`config.mk`:
```
export PLATFORM = sky130hd
export DESIGN_NAME = nios_fprint_processor0_0_cpu0_div_cell
export DESIGN_NICKNAME = d
export VERILOG_FILES = /design/src/rtl/nios_fprint_processor0_0_cpu0_div_cell.sv
export SDC_FILE = /design/constraint.sdc
export NUM_CORES = 1
export LEC_CHECK = 0
export ABC_AREA = 0
export CAP_MARGIN = 20
export CORE_MARGIN = 5
export CORE_UTILIZATION = 55
export CTS_BUF_LIST = sky130_fd_sc_hd__clkbuf_8
export DETAILED_ROUTE_END_ITERATION = 10
export PLACE_DENSITY = 0.75
export SLEW_MARGIN = 15
export SYNTH_ARGS = -nofsm -noshare
export SYNTH_HDL_FRONTEND = slang
export SYNTH_SLANG_ARGS = --single-unit
```
`constraint.sdc`:
```
create_clock -name clk -period 4.2 [get_ports clk]
set_input_delay 0.42 -clock clk [delete_from_list [all_inputs] [get_ports clk]]
set_output_delay 0.42 -clock clk [all_outputs]
set_load 0.1 [all_outputs]
```
`src/rtl/nios_fprint_processor0_0_cpu0_div_cell.sv`:
```
// Iterative radix-2 restoring divider for div/divu: start/busy/done handshake with flush.
// Optional macro DIV_CELL_FAST_PATH_EN skips the iteration loop for zero divisors and |dividend| < |divisor|.
module nios_fprint_processor0_0_cpu0_div_cell #(
    parameter int WIDTH = 32
) (
    input  logic             clk,
    input  logic             reset,
    input  logic             E_div_start,
    input  logic [WIDTH-1:0] E_src1_div_cell,
    input  logic [WIDTH-1:0] E_src2_div_cell,
    input  logic             E_ctrl_div_signed,
    input  logic             E_ctrl_div_rem,
    input  logic             div_abort,
    output logic             div_busy,
    output logic             A_div_cell_done,
    output logic [WIDTH-1:0] A_div_cell_result
);

    localparam int CW = (WIDTH > 1) ? $clog2(WIDTH) : 1;

    typedef enum logic [1:0] {S_IDLE, S_SETUP, S_ITER, S_FIXUP} state_t;

    state_t           state_reg, state_next;
    logic [WIDTH-1:0] src1_reg, src2_reg;
    logic             signed_reg, rem_reg, neg_q_reg, neg_r_reg;
    // The remainder always stays below the divisor, so WIDTH bits hold it;
    // the shifted value below carries the extra (WIDTH+1)th bit.
    logic [WIDTH-1:0] r_reg, q_reg, d_reg;
    logic [CW-1:0]    cnt_reg;
    logic [WIDTH-1:0] result_reg;
    logic             done_reg;

    logic [WIDTH-1:0] mag1, mag2, q_fix, r_fix;
    logic             div_zero, fast_take, trial_ok;
    logic [WIDTH:0]   r_shift;
    logic [WIDTH+1:0] trial;

    always_comb begin
        mag1     = (signed_reg && src1_reg[WIDTH-1]) ? -src1_reg : src1_reg;
        mag2     = (signed_reg && src2_reg[WIDTH-1]) ? -src2_reg : src2_reg;
        div_zero = (src2_reg == '0);
`ifdef DIV_CELL_FAST_PATH_EN
        fast_take = div_zero || (mag1 < mag2);
`else
        fast_take = 1'b0;
`endif
        r_shift  = {r_reg, q_reg[WIDTH-1]};
        trial    = {1'b0, r_shift} - {2'b00, d_reg};
        trial_ok = ~trial[WIDTH+1];
        q_fix    = neg_q_reg ? -q_reg : q_reg;
        r_fix    = neg_r_reg ? -r_reg : r_reg;
    end

    always_comb begin
        state_next = state_reg;
        case (state_reg)
            S_IDLE:  if (E_div_start && !div_abort) state_next = S_SETUP;
            S_SETUP: state_next = div_abort ? S_IDLE : (fast_take ? S_FIXUP : S_ITER);
            S_ITER:  if (div_abort) state_next = S_IDLE;
                     else if (cnt_reg == '0) state_next = S_FIXUP;
            S_FIXUP: state_next = S_IDLE;
            default: state_next = S_IDLE;
        endcase
    end

    always_ff @(posedge clk) begin
        if (reset) state_reg <= S_IDLE;
        else       state_reg <= state_next;
    end

    always_ff @(posedge clk) begin
        if (reset) begin
            src1_reg   <= '0;
            src2_reg   <= '0;
            signed_reg <= 1'b0;
            rem_reg    <= 1'b0;
            neg_q_reg  <= 1'b0;
            neg_r_reg  <= 1'b0;
            r_reg      <= '0;
            q_reg      <= '0;
            d_reg      <= '0;
            cnt_reg    <= '0;
            result_reg <= '0;
            done_reg   <= 1'b0;
        end else begin
            done_reg <= 1'b0;
            case (state_reg)
                S_IDLE: begin
                    if (E_div_start && !div_abort) begin
                        src1_reg   <= E_src1_div_cell;
                        src2_reg   <= E_src2_div_cell;
                        signed_reg <= E_ctrl_div_signed;
                        rem_reg    <= E_ctrl_div_rem;
                    end
                end
                S_SETUP: begin
                    // A zero divisor yields an all-ones quotient regardless of operand signs.
                    neg_q_reg <= signed_reg & (src1_reg[WIDTH-1] ^ src2_reg[WIDTH-1]) & ~div_zero;
                    neg_r_reg <= signed_reg & src1_reg[WIDTH-1];
                    d_reg     <= mag2;
                    cnt_reg   <= CW'(WIDTH - 1);
                    if (fast_take) begin
                        r_reg <= mag1;
                        q_reg <= div_zero ? '1 : '0;
                    end else begin
                        r_reg <= '0;
                        q_reg <= mag1;
                    end
                end
                S_ITER: begin
                    r_reg   <= trial_ok ? trial[WIDTH-1:0] : r_shift[WIDTH-1:0];
                    q_reg   <= {q_reg[WIDTH-2:0], trial_ok};
                    cnt_reg <= cnt_reg - 1'b1;
                end
                S_FIXUP: begin
                    if (!div_abort) begin
                        result_reg <= rem_reg ? r_fix : q_fix;
                        done_reg   <= 1'b1;
                    end
                end
                default: ;
            endcase
        end
    end

    assign div_busy          = (state_reg != S_IDLE);
    assign A_div_cell_done   = done_reg;
    assign A_div_cell_result = result_reg;

endmodule

```
==> results of run 1 <==
[power by group through the flow]
stage / clock network [uW] / registers, uW / logic, uW
2_1_floorplan: 0 / 2130 / 826
3_3_place_gp: 0 / 2160 / 1070
3_5_place_dp: 0 / 2160 / 1090
4_1_cts: 1950 / 2120 / 1090
5_1_grt: 2040 / 2140 / 1220
6_report: 1900 / 2120 / 1100
[metrics by stage]
step | utilization | hold WS, ps
after global placement | 0.612 | 440
after CTS | 0.646 | 326
final | 0.646 | 335
after global routing | 0.646 | 354
after detailed placement | 0.612 | 446
after floorplan | - | 436
[worst register-to-register path, delay by kind of cell (launching register included)]
kind	cells	cell delay, ps
AOI/OAI and AO/OA	6	1850
DFF	1	440
adders and majority gates	2	440
and+or+nand+nor	2	360
muxes	1	230
buffers and inverters	2	150
[synth_stat cells, types with 6 or more instances]
cell	number	area, um^2
buf_1	13	48.8
a21oi_1	172	861
nand2b_1	16	100
dfxtp_1	204	4080
and2_1	8	50.1
inv_1	55	206
nand3_1	21	105
nor3_1	31	155
nor2_1	122	458
or3_1	9	56.3
a311oi_1	6	52.6
o22ai_1	7	43.8
a21o_1	12	90.1
o21a_1	6	45.0
a31oi_1	8	50.1
ha_1	42	526
xor2_1	62	543
a32oi_1	7	61.3
nor2b_1	10	62.6
nor4_1	13	81.3
or4_1	13	97.6
o41ai_1	15	131
and3_1	7	43.8
o21ai_0	98	490
a211oi_1	39	293
o31ai_1	31	233
mux2i_1	40	400
xnor2_1	71	622
clkbuf_1	74	278
o211ai_1	31	233
nand2_1	306	1150
[metal layers]
layer,routed length [um],part of all wire,track usage,vias up
met2,14000,0.43,0.375,322
met5,0,0,0,-
met3,2010,0.061,0.0420,49
li1,-,-,-,5830
met4,796,0.024,0.0794,0
met1,16200,0.49,0.366,5291
[final cells by class]
class / count / area (um^2)
multi-input combinational: 1268 / 7650
clock buffer: 48 / 661
tap: 280 / 350
timing repair buffer: 117 / 1150
inverter: 55 / 206
clock inverter: 16 / 95.1
fill: 1986 / 7760
sequential: 204 / 4090
[logic make-up after synthesis]
kind of cell,count (synthesis),share of synthesized area
and+or+nand+nor,585,0.211
AOI/OAI and AO/OA,465,0.233
DFF,204,0.330
buffers and inverters,156,0.0532
xor gates and xnor gates,133,0.0942
adders and majority gates,43,0.0441
muxes,42,0.0342
[worst max-delay path by stage]
stage,start,end,slack [ps],cells past startpoint
after floorplan,q_reg[31],r_reg[30],1310,13
after global placement,q_reg[31],r_reg[30],780,13
after detailed placement,q_reg[31],r_reg[30],730,13
after CTS,q_reg[31],r_reg[30],740,13
after global routing,q_reg[31],r_reg[30],430,13
final,q_reg[31],r_reg[30],660,13
==> results.sh, run 1 <==
export IMPL_status="finished, final reports clean"
export IMPL_crit_fanout=7
export IMPL_cts_sinks=204
export IMPL_ant_nets=0
export IMPL_whs_endpoint="q_reg[31]"
export IMPL_final_cell_mix="306 x nand2_1, 202 x dfxtp_1, 172 x a21oi_1, 121 x nor2_1, 102 x clkdlybuf4s50_1"
export IMPL_drc=0
export IMPL_drtIter0Drc=845
export IMPL_drt_pass1_iterations=5
export IMPL_grt_pass1_wl_um=53800
export IMPL_grt_pass1_vias=10400
export IMPL_postCtsSetupRepairBufs=0
export IMPL_period_minus_slack_ps=3540
export IMPL_std_cell_rows=54
export IMPL_syn2layout_area_growth_pct=14.7
export IMPL_initial_core_util=0.563
export IMPL_vias=11500
export IMPL_antenna_found_initial=0
export IMPL_vdd_drop_max_uv=270
export IMPL_powerDensity_nw_per_um2=361
export IMPL_clock_skew_ps=26.5
export IMPL_worst_pin_slew_ps=1040
export IMPL_leakage_uw=0.00519
export IMPL_cts_root_buf="clkbuf_8"
export IMPL_max_freq_ghz=0.282
export IMPL_dpl_cell_count=1924
export IMPL_diodes=0
export IMPL_fin_ws_ps=658
export IMPL_h_tree_depth=2
export IMPL_yosysWarnings=0
export IMPL_dpl_hpwl_um=24300
export IMPL_rsz0062_at_grt="false"
export IMPL_synth_edf_count=0
export IMPL_layout_cells_non_filler=1988
export IMPL_final_layout_size_suffix_gt1_frac=0.0609
export IMPL_report_final_hold_viol_count=0
export IMPL_drt_wl_total_um=33000
export IMPL_ys_seq_area_frac=0.330
export IMPL_routed_via_density=5.78
export IMPL_crit_chain="inv_1 > ha_1 > inv_1 > fa_1 > a211oi_1 > nor3_1 > o41a_1 > a21oi_1 > a221oi_1 > a21oi_1 > o41ai_1 > mux2i_1 > nand2_1"
export IMPL_hold_class="in -> reg"
export IMPL_synth_distinct_cells=72
export IMPL_gr_total_overflow=0
export IMPL_fin_nets=1796
export IMPL_swShare=0.308
export IMPL_ff2ff_setup_slack_ps=660
export IMPL_cp_arrival_ps=3980
export IMPL_p_comb_frac=0.215
export IMPL_setup_violations=0
export IMPL_track_usage=0.250
export IMPL_r2r_cells=13
export IMPL_critPathCaptureType="flop"
export IMPL_crit_slowest_cell="a221oi_1"
export IMPL_yosys_most_used_dff="dfxtp_1"
export IMPL_numCtsBuffers=37
export IMPL_numPortBuffers=103
export IMPL_clockBufferDepth=3
export IMPL_postLayoutCellArea_um2=14200
export IMPL_start_kind="flop"
export IMPL_die_w_um=160
export IMPL_postSynthAreaPerCell_um2=7.60
export IMPL_crit_family="compound AO/OA/AOI/OAI gates"
export IMPL_holdCritStartpoint="reset"
export IMPL_worst_path_largest_cell_delay_ps=640
export IMPL_crit_required_ps=4630
export IMPL_cts_resized=0
export IMPL_syn_nets=1741
export IMPL_slew_headroom=0.306
export IMPL_syn_area_um2=12400
export IMPL_timing_critical_path_buf_inv=2
export IMPL_path_class="reg -> reg"
export IMPL_power_uw=5130
export IMPL_pin_count=104
export IMPL_clkSlewWorstSetupHoldPaths_ps=60
export IMPL_clock_latency_ps=540
export IMPL_p_clk_frac=0.371
export IMPL_post_dp_cell_area_um2=13400
export IMPL_routedWlPerCell_um=16.6
export IMPL_p_int_uw=3550
export IMPL_pre_cts_slack_ps=730
export IMPL_async_reset_ff_frac=0
export IMPL_maxCapViolCount=0
export IMPL_slew_viol_final=0
export IMPL_die_h_um=160
export IMPL_grt_max_degree=139
export IMPL_synthCells=1628
export IMPL_hold_depth=2
export IMPL_p_seq_frac=0.414
export IMPL_holdBufCountCts=0
export IMPL_r2r_end="r_reg[30]"
export IMPL_ys_ff_latch=204
export IMPL_tritoncts="yes"
export IMPL_routabilityCongestion=0.904
export IMPL_net_switching_power_uw=1580
export IMPL_fin_crit_sh=0.843
export IMPL_dieArea_um2=25600
export IMPL_setup_tns_ps=0
export IMPL_core_area_um2=22000
export IMPL_mostFrequentLayoutCell="nand2_1"
export IMPL_r2r_start="q_reg[31]"
No activity file was read; power rests on OpenSTA's default activity.
==> run 2, diff against run 1 <==
==> constraint.sdc (replaced) <==
create_clock -name clk -period 3.6 [get_ports clk]
set_input_delay 0.36 -clock clk [delete_from_list [all_inputs] [get_ports clk]]
set_output_delay 0.36 -clock clk [all_outputs]
set_load 0.1 [all_outputs]
==> results.sh, run 2 (same netlist as run 1, synthesis figures left out) <==
export IMPL_clock_latency_ps=530
export IMPL_maxCapViolCount=0
export IMPL_hold_class="in -> reg"
export IMPL_numCtsBuffers=36
export IMPL_slew_headroom=0.343
export IMPL_rsz0062_at_grt="false"
export IMPL_clockBufferDepth=3
export IMPL_vdd_drop_max_uv=322
export IMPL_n_fill_cell=1994
export IMPL_report_final_hold_viol_count=0
export IMPL_power_uw=5850
export IMPL_max_freq_ghz=0.307
export IMPL_crit_fanout=7
export IMPL_numPortBuffers=103
export IMPL_final_cell_mix="306 x nand2_1, 203 x dfxtp_1, 172 x a21oi_1, 121 x nor2_1, 102 x clkdlybuf4s50_1"
export IMPL_mostFrequentLayoutCell="nand2_1"
export IMPL_period_minus_slack_ps=3260
export IMPL_path_class="reg -> reg"
export IMPL_die_w_um=160
export IMPL_fin_nets=1812
export IMPL_dpl_hpwl_um=24400
export IMPL_leakage_uw=0.00525
export IMPL_dieArea_um2=25600
export IMPL_start_kind="flop"
export IMPL_diodes=0
export IMPL_syn2layout_area_growth_pct=15.3
export IMPL_p_seq_frac=0.424
export IMPL_vias=11600
export IMPL_cts_root_buf="clkbuf_8"
export IMPL_critPathCaptureType="flop"
export IMPL_routedWlPerCell_um=16.7
export IMPL_p_int_uw=4000
export IMPL_net_switching_power_uw=1850
export IMPL_clkSlewWorstSetupHoldPaths_ps=60
export IMPL_final_layout_size_suffix_gt1_frac=0.0668
export IMPL_crit_required_ps=4010
export IMPL_h_tree_depth=2
export IMPL_fin_ws_ps=340
export IMPL_fin_crit_sh=0.906
export IMPL_drt_wl_total_um=33500
export IMPL_core_area_um2=22000
export IMPL_clock_skew_ps=20.5
export IMPL_status="finished, final reports clean"
export IMPL_routed_via_density=5.82
export IMPL_p_comb_frac=0.224
export IMPL_worst_pin_slew_ps=983
export IMPL_pre_cts_slack_ps=427
export IMPL_gr_total_overflow=0
export IMPL_p_clk_frac=0.353
export IMPL_setup_tns_ps=0
export IMPL_grt_pass1_vias=10600
export IMPL_pin_count=104
export IMPL_grt_max_degree=75
export IMPL_tritoncts="yes"
export IMPL_setup_violations=0
export IMPL_hold_ws_ps=329
export IMPL_initial_core_util=0.563
export IMPL_cp_arrival_ps=3670
export IMPL_slew_viol_final=0
export IMPL_drt_pass1_iterations=7
export IMPL_ant_nets=0
export IMPL_holdBufCountCts=0
export IMPL_grt_pass1_wl_um=54100
export IMPL_drc=0
export IMPL_die_h_um=160
export IMPL_routabilityCongestion=0.920
export IMPL_cts_resized=0
export IMPL_antenna_found_initial=0
export IMPL_postCtsSetupRepairBufs=0
export IMPL_track_usage=0.249
export IMPL_drtIter0Drc=939
export IMPL_swShare=0.316
export IMPL_std_cell_rows=54
export IMPL_powerDensity_nw_per_um2=410
export IMPL_cts_sinks=204
==> run 2: cell count changes in the layout (fill, tap and decap cells not counted), sizes merged <==
cell / previous run / this run
clkinvlp: 1 / 0
inv: 65 / 67
buf: 15 / 32
bufinv: 1 / 0
clkbuf: 48 / 44
==> run 2: metrics by stage <==
stage,utilization,cells,cell area (um^2)
after floorplan,-,1628,12400
after global placement,0.617,1939,13500
after detailed placement,0.617,1939,13500
after CTS,0.648,1999,14200
after global routing,0.650,2001,14300
final,0.650,2001,14300
==> run 2: area by class of cell <==
| type | instances | area (um^2) | area share |
|---|---|---|---|
| repair buffers | 134 | 1290 | 0.0903 |
| multi-input cells | 1268 | 7650 | 0.536 |
| flip-flops and latches | 204 | 4090 | 0.286 |
| inverters | 55 | 206 | 0.0145 |
| clock buffers | 44 | 606 | 0.0424 |
| clock inverters | 16 | 81.3 | 0.00570 |
| well taps | 280 | 350 | 0.0246 |
==> run 2: per-layer routing <==
layer	track usage	vias up	routed length, um
li1	-	5849	-
met3	0.0412	57	2020
met5	0	-	0
met4	0.0856	0	1040
met1	0.367	5407	16200
met2	0.371	333	14300
==> run 2: power by group through the flow <==
stage               clock network [uW]  logic (uW)  registers (uW)
detailed placement                   0        1280            2520
global placement                     0        1270            2520
finish                            2060        1310            2480
CTS                               2100        1290            2470
global route                      2200        1440            2490
floorplan                            0         963            2490
==> run 2: final timing paths <==
| kind | start | end | slack (ps) | cells after the start |
|---|---|---|---|---|
| worst min-delay path | reset | q_reg[17] | 330 | 2 |
| worst min register to register | A_div_cell_result[7] | A_div_cell_result[7] | 450 | 2 |
| worst max-delay path | q_reg[31] | r_reg[30] | 340 | 13 |
| worst max register to register | q_reg[31] | r_reg[30] | 340 | 13 |
==> run 2: critical path: stages, from the launching register on <==
cell and delay (ps):
dfxtp_1 440, inv_1 70, ha_1 210, inv_1 70
fa_1 230, a211oi_1 110, nor3_1 270, o41a_1 340
a21oi_1 110, a221oi_1 410, a21oi_1 220, o41ai_1 360
mux2i_1 230, nand2_1 60
==> run 3, diff against run 2 <==
--- a/config.mk
+++ b/config.mk
@@ -11,7 +11,7 @@
 export CORE_UTILIZATION = 55
 export CTS_BUF_LIST = sky130_fd_sc_hd__clkbuf_8
 export DETAILED_ROUTE_END_ITERATION = 10
-export PLACE_DENSITY = 0.75
+export PLACE_DENSITY = 0.78
 export SLEW_MARGIN = 15
 export SYNTH_ARGS = -nofsm -noshare
 export SYNTH_HDL_FRONTEND = slang
==> constraint.sdc (replaced) <==
create_clock -name clk -period 2.75 [get_ports clk]
set_input_delay 0.275 -clock clk [delete_from_list [all_inputs] [get_ports clk]]
set_output_delay 0.275 -clock clk [all_outputs]
set_load 0.1 [all_outputs]
==> results.sh, run 3 (same netlist as run 1, synthesis figures left out) <==
export IMPL_syn2layout_area_growth_pct=28.1
export IMPL_std_cell_rows=54
export IMPL_start_kind="flop"
export IMPL_post_dp_cell_area_um2=14400
export IMPL_clock_skew_ps=16.6
export IMPL_final_layout_size_suffix_gt1_frac=0.198
export IMPL_die_w_um=160
export IMPL_status="finished, violations left"
export IMPL_setup_violations=10
export IMPL_worst_pin_slew_ps=903
export IMPL_slew_viol_final=0
export IMPL_maxCapViolCount=0
export IMPL_fin_nets=1946
export IMPL_hold_ws_ps=183
export IMPL_clockBufferDepth=3
export IMPL_powerDensity_nw_per_um2=525
export IMPL_postLayoutCellArea_um2=15800
export IMPL_drt_pass1_iterations=6
export IMPL_fin_crit_sh=1.03
export IMPL_path_class="reg -> reg"
export IMPL_dpl_hpwl_um=26100
export IMPL_initial_core_util=0.563
export IMPL_grt_pass1_wl_um=57900
export IMPL_vias=12600
export IMPL_antenna_found_initial=0
export IMPL_rsz0062_at_grt="true"
export IMPL_cts_sinks=204
export IMPL_setup_tns_ps=-311
export IMPL_holdBufCountCts=0
export IMPL_routed_via_density=5.90
export IMPL_track_usage=0.268
export IMPL_gr_total_overflow=0
export IMPL_grt_pass1_vias=11400
export IMPL_numCtsBuffers=37
export IMPL_cts_root_buf="clkbuf_8"
export IMPL_drtIter0Drc=1080
export IMPL_fin_ws_ps=-70.6
export IMPL_h_tree_depth=2
export IMPL_hold_class="in -> reg"
export IMPL_diodes=0
export IMPL_critPathCaptureType="flop"
export IMPL_violations="setup timing"
export IMPL_drc=0
export IMPL_mostFrequentLayoutCell="nand2_1"
export IMPL_crit_fanout=4
export IMPL_max_freq_ghz=0.355
export IMPL_clock_latency_ps=540
export IMPL_routedWlPerCell_um=17.3
export IMPL_slew_headroom=0.398
export IMPL_leakage_uw=0.00612
export IMPL_dieArea_um2=25600
export IMPL_cp_arrival_ps=3230
export IMPL_pin_count=104
export IMPL_clkSlewWorstSetupHoldPaths_ps=60
export IMPL_report_final_hold_viol_count=0
export IMPL_grt_max_degree=75
export IMPL_final_cell_mix="305 x nand2_1, 193 x dfxtp_1, 187 x buf_4, 163 x a21oi_1, 120 x nor2_1"
export IMPL_tritoncts="yes"
export IMPL_vdd_drop_max_uv=373
export IMPL_numPortBuffers=103
export IMPL_crit_required_ps=3160
export IMPL_routabilityCongestion=0.922
export IMPL_ant_nets=0
export IMPL_drt_wl_total_um=37000
export IMPL_core_area_um2=22000
export IMPL_die_h_um=160
export IMPL_period_minus_slack_ps=2820
==> run 3: routing by layer <==
layer	part of all wire	track usage	wire length, um
met2	0.45	0.420	16600
met4	0.034	0.0907	1260
met1	0.45	0.376	16500
met3	0.071	0.0451	2630
met5	0	0	0
==> run 3: worst paths after layout <==
check / slack, ps / endpoint / cells after the start / from
max: -70 / r_reg[26] / 14 / q_reg[31]
min: 180 / q_reg[7] / 2 / reset
max reg2reg: -70 / r_reg[26] / 14 / q_reg[31]
min reg2reg: 450 / A_div_cell_result[17] / 2 / A_div_cell_result[17]
==> run 3: per-stage QoR <==
step / instances / worst slack (ps) / util / power [uW]
floorplan: 1628 / 6.15 / - / 4520
global placement: 2057 / -156 / 0.656 / 5190
detailed placement: 2057 / -217 / 0.656 / 5240
CTS: 2120 / -49.3 / 0.696 / 8120
global route: 2133 / -242 / 0.722 / 8710
finish: 2133 / -70.6 / 0.722 / 8330
==> run 3: layout make-up <==
cell class              instances  area (um^2)
inverters                      55          209
clock inverters                16          113
fillers                      1741         6110
clock buffers                  43          592
multi-input cells            1268         8170
repair buffers                267         2310
well taps                     280          350
flip-flops and latches        204         4100
==> run 3: worst max-delay path: stages, from the launching register on <==
cell and delay (ps):
dfxtp_2 320, inv_2 60, ha_4 130, inv_2 40, fa_2 370, a211oi_2 290
nor3_2 90, o41a_1 440, a21oi_2 190, a221oi_4 110, a21oi_2 160, buf_4 150
o31ai_2 60, xnor2_1 180, o21ai_1 100
==> run 3: power by group <==
part	switching, uW	total [uW]	internal (uW)
Sequential	144	3240	3100
Combinational	1220	2260	1040
Clock	1310	2820	1520
Total	2670	8330	5650
==> run 3: timing repair <==
item	4_1_cts	5_1_grt
gates cloned	1	3
resized for setup	26	101
setup endpoints to repair	40	52
pin swaps	13	41
buffers inserted	3	12
